## src/rtl/main_decoder_staged.sv

```systemverilog
// Registered main decoder: one output stage with valid/ready handshake and an
// optional hardware link stack that pushes the return PC on BL and pops it on RET.
module main_decoder_staged #(
  parameter int PC_W        = 32,
  parameter int STACK_DEPTH = 8,
  parameter bit HW_LINK     = 1'b1
) (
  input  logic                           clk,
  input  logic                           rst,
  input  logic                           in_valid,
  output logic                           in_ready,
  input  logic [1:0]                     tipo,
  input  logic [1:0]                     op,
  input  logic                           inm,
  input  logic [PC_W-1:0]                pc_next,
  input  logic                           flush,
  output logic                           out_valid,
  input  logic                           out_ready,
  output logic                           RegWrite,
  output logic                           ALUSrc,
  output logic                           MemWrite,
  output logic                           ResultSrc,
  output logic                           Branch,
  output logic                           Jump,
  output logic                           PCDirection,
  output logic                           PCReturnSignal,
  output logic [1:0]                     ImmSrc,
  output logic [1:0]                     ALUOp,
  output logic [1:0]                     RGB,
  output logic [PC_W-1:0]                ret_addr,
  output logic                           ret_hit,
  output logic [$clog2(STACK_DEPTH):0]   stack_count,
  output logic                           stack_ovf,
  output logic                           stack_unf
);

  localparam int PTR_W = $clog2(STACK_DEPTH);
  localparam int CNT_W = PTR_W + 1;

  logic        accept;
  logic        is_bl;
  logic        is_ret;
  logic        out_valid_reg;
  logic [13:0] word_reg;
  logic [13:0] word_next;

  logic       reg_write_next, alu_src_next, mem_write_next, result_src_next;
  logic       jump_next, pc_dir_next, pc_ret_next;
  logic [1:0] imm_src_next, alu_op_next, rgb_next;

  assign in_ready  = !out_valid_reg || out_ready;
  assign accept    = in_valid && in_ready && !flush && !rst;
  assign is_bl     = (tipo == 2'b10) && (op == 2'b01);
  assign is_ret    = (tipo == 2'b11) && (op == 2'b00);
  assign out_valid = out_valid_reg;

  always_comb begin
    reg_write_next  = 1'b0;
    alu_src_next    = 1'b0;
    mem_write_next  = 1'b0;
    result_src_next = 1'b0;
    jump_next       = 1'b0;
    pc_dir_next     = 1'b0;
    pc_ret_next     = 1'b0;
    imm_src_next    = 2'b00;
    alu_op_next     = 2'b00;
    rgb_next        = 2'b00;
    case (tipo)
      2'b00: begin
        reg_write_next = 1'b1;
        alu_src_next   = inm;
        alu_op_next    = 2'b10;
      end
      2'b01: begin
        reg_write_next = 1'b1;
        alu_src_next   = inm;
        if (op != 2'b00) begin
          result_src_next = 1'b1;
          rgb_next        = op;
        end
      end
      2'b10: begin
        case (op)
          2'b00: begin
            jump_next    = 1'b1;
            imm_src_next = 2'b10;
            pc_dir_next  = inm;
          end
          2'b01: begin
            jump_next      = 1'b1;
            imm_src_next   = 2'b10;
            reg_write_next = 1'b1;
          end
          2'b10:   alu_op_next = 2'b01;
          default: ;
        endcase
      end
      default: begin
        alu_src_next = inm;
        if (op == 2'b00) begin
          jump_next   = 1'b1;
          pc_ret_next = 1'b1;
        end else begin
          mem_write_next = 1'b1;
          rgb_next       = op;
        end
      end
    endcase
    word_next = {reg_write_next, alu_src_next, mem_write_next, result_src_next,
                 1'b0, jump_next, pc_dir_next, pc_ret_next,
                 imm_src_next, alu_op_next, rgb_next};
  end

  // A held word (stall or drain) keeps its fields; only out_valid drops.
  always_ff @(posedge clk) begin
    if (rst) begin
      out_valid_reg <= 1'b0;
      word_reg      <= '0;
    end else if (flush) begin
      out_valid_reg <= 1'b0;
    end else if (accept) begin
      out_valid_reg <= 1'b1;
      word_reg      <= word_next;
    end else if (out_ready) begin
      out_valid_reg <= 1'b0;
    end
  end

  assign {RegWrite, ALUSrc, MemWrite, ResultSrc, Branch, Jump, PCDirection,
          PCReturnSignal, ImmSrc, ALUOp, RGB} = word_reg;

  generate
    if (HW_LINK) begin : g_link
      localparam logic [PTR_W-1:0] PTR_ONE = 1;

      logic [PC_W-1:0]  stack_mem [STACK_DEPTH];
      logic [PC_W-1:0]  rd_reg;
      logic [PTR_W-1:0] ptr_reg;
      logic [CNT_W-1:0] count_reg;
      logic             ovf_reg, unf_reg, hit_reg;
      logic             full, empty, push, pop;

      assign full  = (count_reg == CNT_W'(STACK_DEPTH));
      assign empty = (count_reg == '0);
      assign push  = accept && is_bl;
      assign pop   = accept && is_ret && !empty;

      // Storage carries no reset so it maps to block RAM; hit_reg masks stale data.
      always_ff @(posedge clk) begin
        if (push)
          stack_mem[ptr_reg] <= pc_next;
        if (pop)
          rd_reg <= stack_mem[ptr_reg - PTR_ONE];
      end

      always_ff @(posedge clk) begin
        if (rst) begin
          ptr_reg   <= '0;
          count_reg <= '0;
          ovf_reg   <= 1'b0;
          unf_reg   <= 1'b0;
          hit_reg   <= 1'b0;
        end else if (accept) begin
          hit_reg <= 1'b0;
          if (is_bl) begin
            ptr_reg <= ptr_reg + PTR_ONE;
            if (full)
              ovf_reg <= 1'b1;
            else
              count_reg <= count_reg + 1'b1;
          end else if (is_ret) begin
            if (empty) begin
              unf_reg <= 1'b1;
            end else begin
              ptr_reg   <= ptr_reg - PTR_ONE;
              count_reg <= count_reg - 1'b1;
              hit_reg   <= 1'b1;
            end
          end
        end
      end

      assign ret_addr    = hit_reg ? rd_reg : '0;
      assign ret_hit     = hit_reg;
      assign stack_count = count_reg;
      assign stack_ovf   = ovf_reg;
      assign stack_unf   = unf_reg;
    end else begin : g_no_link
      assign ret_addr    = '0;
      assign ret_hit     = 1'b0;
      assign stack_count = '0;
      assign stack_ovf   = 1'b0;
      assign stack_unf   = 1'b0;
    end
  endgenerate

endmodule

```

## config.mk

```make
export PLATFORM = sky130hd
export DESIGN_NAME = main_decoder_staged
export DESIGN_NICKNAME = d
export VERILOG_FILES = /design/src/rtl/main_decoder_staged.sv
export SDC_FILE = /design/constraint.sdc
export NUM_CORES = 1
export LEC_CHECK = 0
export BUFFER_PORTS_ARGS = -buffer_cell sky130_fd_sc_hd__buf_2
export CAP_MARGIN = 10
export CORE_ASPECT_RATIO = 1.2
export CORE_UTILIZATION = 25
export CTS_CLUSTER_DIAMETER = 80
export CTS_CLUSTER_SIZE = 40
export DETAILED_ROUTE_END_ITERATION = 8
export PLACE_DENSITY = 0.44
export SYNTH_ARGS = -nofsm -noshare
export SYNTH_HDL_FRONTEND = slang
export SYNTH_SLANG_ARGS = --single-unit
```

## constraint.sdc

```tcl
create_clock -name clk -period 5.8 [get_ports clk]
set_clock_uncertainty 0.15 [all_clocks]
set_input_delay 1.16 -clock clk [delete_from_list [all_inputs] [get_ports clk]]
set_output_delay 1.16 -clock clk [all_outputs]
set_load 0.02 [all_outputs]
```

==> impl_metrics.py <==
metrics = {
    "outcome": {
        "status": "completed",
    },
    "worst_hold_path": {
        "hold_path.class": "flop to flop",
    },
    "yosys": {
        "synth_edf_count": 288,
        "synth_top_area_cell": "edfxtp_1",
        "syn_inst": 591,
        "synth-main-ff-cell": "edfxtp_1",
        "synth-seq-area-share": 0.757,
        "synthTopCellsByArea": "edfxtp_1 72%, mux4_2 12%, dfxtp_1 3.8%",
        "synth_area_um2": 12000,
        "yosys.area.top_type_share": 0.719,
        "ys_ff_latch": 311,
        "synth.avg_cell_area_um2": 20.4,
        "synth_cell_types": 50,
        "yosysWarnings": 0,
        "async_flop_share": 0,
    },
    "placement": {
        "place.port_buffers": 94,
        "place.gp.congestion": 0.715,
        "dp_hpwl_um": 15000,
    },
    "clock_network": {
        "clockBufferDepth": 3,
        "cts-htree-levels": 1,
        "clk_latency_ns": 0.51,
        "cts_sinks": 311,
        "cts-root-buf": "clkbuf_16",
        "cts_repair_resize_count": 0,
        "numCtsBuffers": 15,
        "cts_setup_buffers": 0,
        "clk_pin_slew_ns": 0.12,
        "cts_tree": "yes",
        "postCtsHoldBufs": 0,
    },
    "drt": {
        "wl_per_cell_um": 19.0,
        "drtPass1Iterations": 4,
        "via_count": 5608,
        "drtIter0Drc": 322,
        "ant_nets": 0,
        "drc": 0,
        "avgViaCountPerCell": 4.28,
        "postRouteWirelength_um": 24900,
    },
    "grt": {
        "first_global_vias": 5876,
        "grt.total_usage": 0.102,
        "grt_max_degree": 66,
        "antenna_found_initial": 1,
        "grt_pass1_wl_um": 38000,
        "overflow": 0,
    },
    "sta": {
        "finalCritPeriodShare": 0.639,
        "clock.fmax_mhz": 270,
        "tightest_slew_ns": 1.05,
        "slew_headroom": 0.299,
        "hold_viol_final": 0,
        "finalMaxSlewViolations": 0,
        "setup_violations": 0,
        "fin_tns_setup_ns": 0,
        "post-route-min-period_ns": 3.71,
        "rsz0062_at_grt": "false",
        "hold_slack_ns": 0.306,
    },
    "floorplan": {
        "core-area_um2": 47200,
        "initial_core_util": 0.255,
        "fp.dieArea_um2": 49000,
        "die_w_um": 202,
        "ioPinCount": 97,
        "rows": 87,
        "die_h_um": 242,
    },
    "power_and_ir_drop": {
        "power.density_nw_per_um2": 279,
        "p_leak_nw": 4.32,
        "p_sw_mw": 0.846,
        "p_total_mw": 3.86,
        "p_clk_frac": 0.343,
        "swShare": 0.219,
        "p_comb_frac": 0.023,
        "p_seq_frac": 0.634,
        "ir_drop_v": 0.000212,
        "intPower_mw": 3.01,
    },
    "worst_setup_path": {
        "endpoint_kind": "flop",
        "cp-start-kind": "primary input",
        "crit_fanout": 25,
        "path_class": "primary input to flop",
        "crit_arrival_ns": 3.78,
        "cp.required_ns": 5.87,
    },
    "cells_and_area": {
        "largest_reg_flops": 256,
        "nets": 726,
        "area_delta_synth_final_pct": 14.8,
        "drive_gt1_frac": 0.360,
        "num_antenna_cells": 0,
    },
    "run": {
        "drv_cap": 0,
    },
}
## layer usage
| layer | global-route usage | wire length, um | part of all wire |
|---|---|---|---|
| met1 | 0.136 | 11500 | 0.46 |
| met2 | 0.171 | 12000 | 0.48 |
| met3 | 0.0179 | 1070 | 0.043 |
| met4 | 0.0239 | 365 | 0.015 |
| met5 | 0 | 9 | 0.00036 |
## final timing paths
check | start | endpoint | slack, ns | depth (start not counted)
setup / recovery | rst | g_link.stack_mem[7][7] | 2.09 | 6
setup reg to reg | g_link.ptr_reg[0] | g_link.rd_reg[3] | 2.65 | 4
hold / removal | word_reg[3] | word_reg[3] | 0.31 | 2
hold reg to reg | word_reg[3] | word_reg[3] | 0.31 | 2
## logic make-up (layout without fill, tap and decap cells)
logic type | after synthesis | count (layout) | share of synthesized area
other | 1 | 2 | 0.000312
xor gates and xnor gates | 3 | 3 | 0.00218
buffers and inverters | 41 | 137 | 0.0179
DFF | 311 | 311 | 0.757
adders and majority gates | 4 | 4 | 0.00416
muxes | 98 | 98 | 0.152
and+or+nand+nor | 95 | 95 | 0.0463
AOI/OAI and AO/OA | 38 | 38 | 0.0206
## worst max-delay path, cell delays in order
cell	delay, ns
buf_2	0.27
nor3b_4	0.29
and2_1	0.53
nand3_1	0.41
nor2_4	0.75
buf_4	0.34
## synth_stat cells (4+ instances only)
library cell	instances
o21ai_0	7
nor2_1	12
nand3_1	9
ha_1	4
mux2_2	32
nor3_1	4
buf_4	6
a21oi_1	18
and2_1	33
nand2_1	18
dfxtp_1	23
inv_1	6
clkbuf_1	14
mux4_2	64
buf_2	11
edfxtp_1	288
## per-stage QoR
stage | area, um2 | worst slack, ns | utilization | std cells
finish | 13800 | 2.09 | 0.292 | 1311
detailed placement | 13300 | 1.50 | 0.281 | 1286
CTS | 13800 | 2.06 | 0.292 | 1311
global route | 13800 | 1.81 | 0.292 | 1311
global placement | 13300 | 1.53 | 0.281 | 1286
floorplan | 12000 | 0.939 | - | 592
## layout make-up
type | instances | area, um2
fillers | 4692 | 33400
clock inverters | 10 | 170
multi-input cells | 240 | 2800
clock buffers | 15 | 375
repair buffers | 105 | 553
flip-flops and latches | 311 | 9110
well taps | 623 | 779
inverters | 7 | 28.8
## placed cells by master (no fill, tap or decap), drive strengths merged, types with 3 or more instances in the layout
cell | Yosys | final
clkbuf | 14 | 15
inv | 7 | 11
buf | 20 | 105
clkinv | 0 | 5
and2 | 33 | 33
nor2 | 12 | 12
o21ai | 7 | 7
nand2 | 18 | 18
ha | 4 | 4
nand3 | 9 | 9
mux4 | 64 | 64
edfxtp | 288 | 288
a21oi | 19 | 19
or3 | 3 | 3
nand2b | 3 | 3
mux2 | 33 | 33
nor3 | 4 | 4
dfxtp | 23 | 23
## power groups by stage
stage,Sequential [mW],Combinational [mW],Clock [mW]
floorplan,2.50,0.0399,0
global placement,2.50,0.0908,0
detailed placement,2.50,0.0918,0
CTS,2.45,0.0918,1.38
global route,2.45,0.0995,1.44
finish,2.45,0.0896,1.32
No activity file was read; power rests on OpenSTA's default activity.
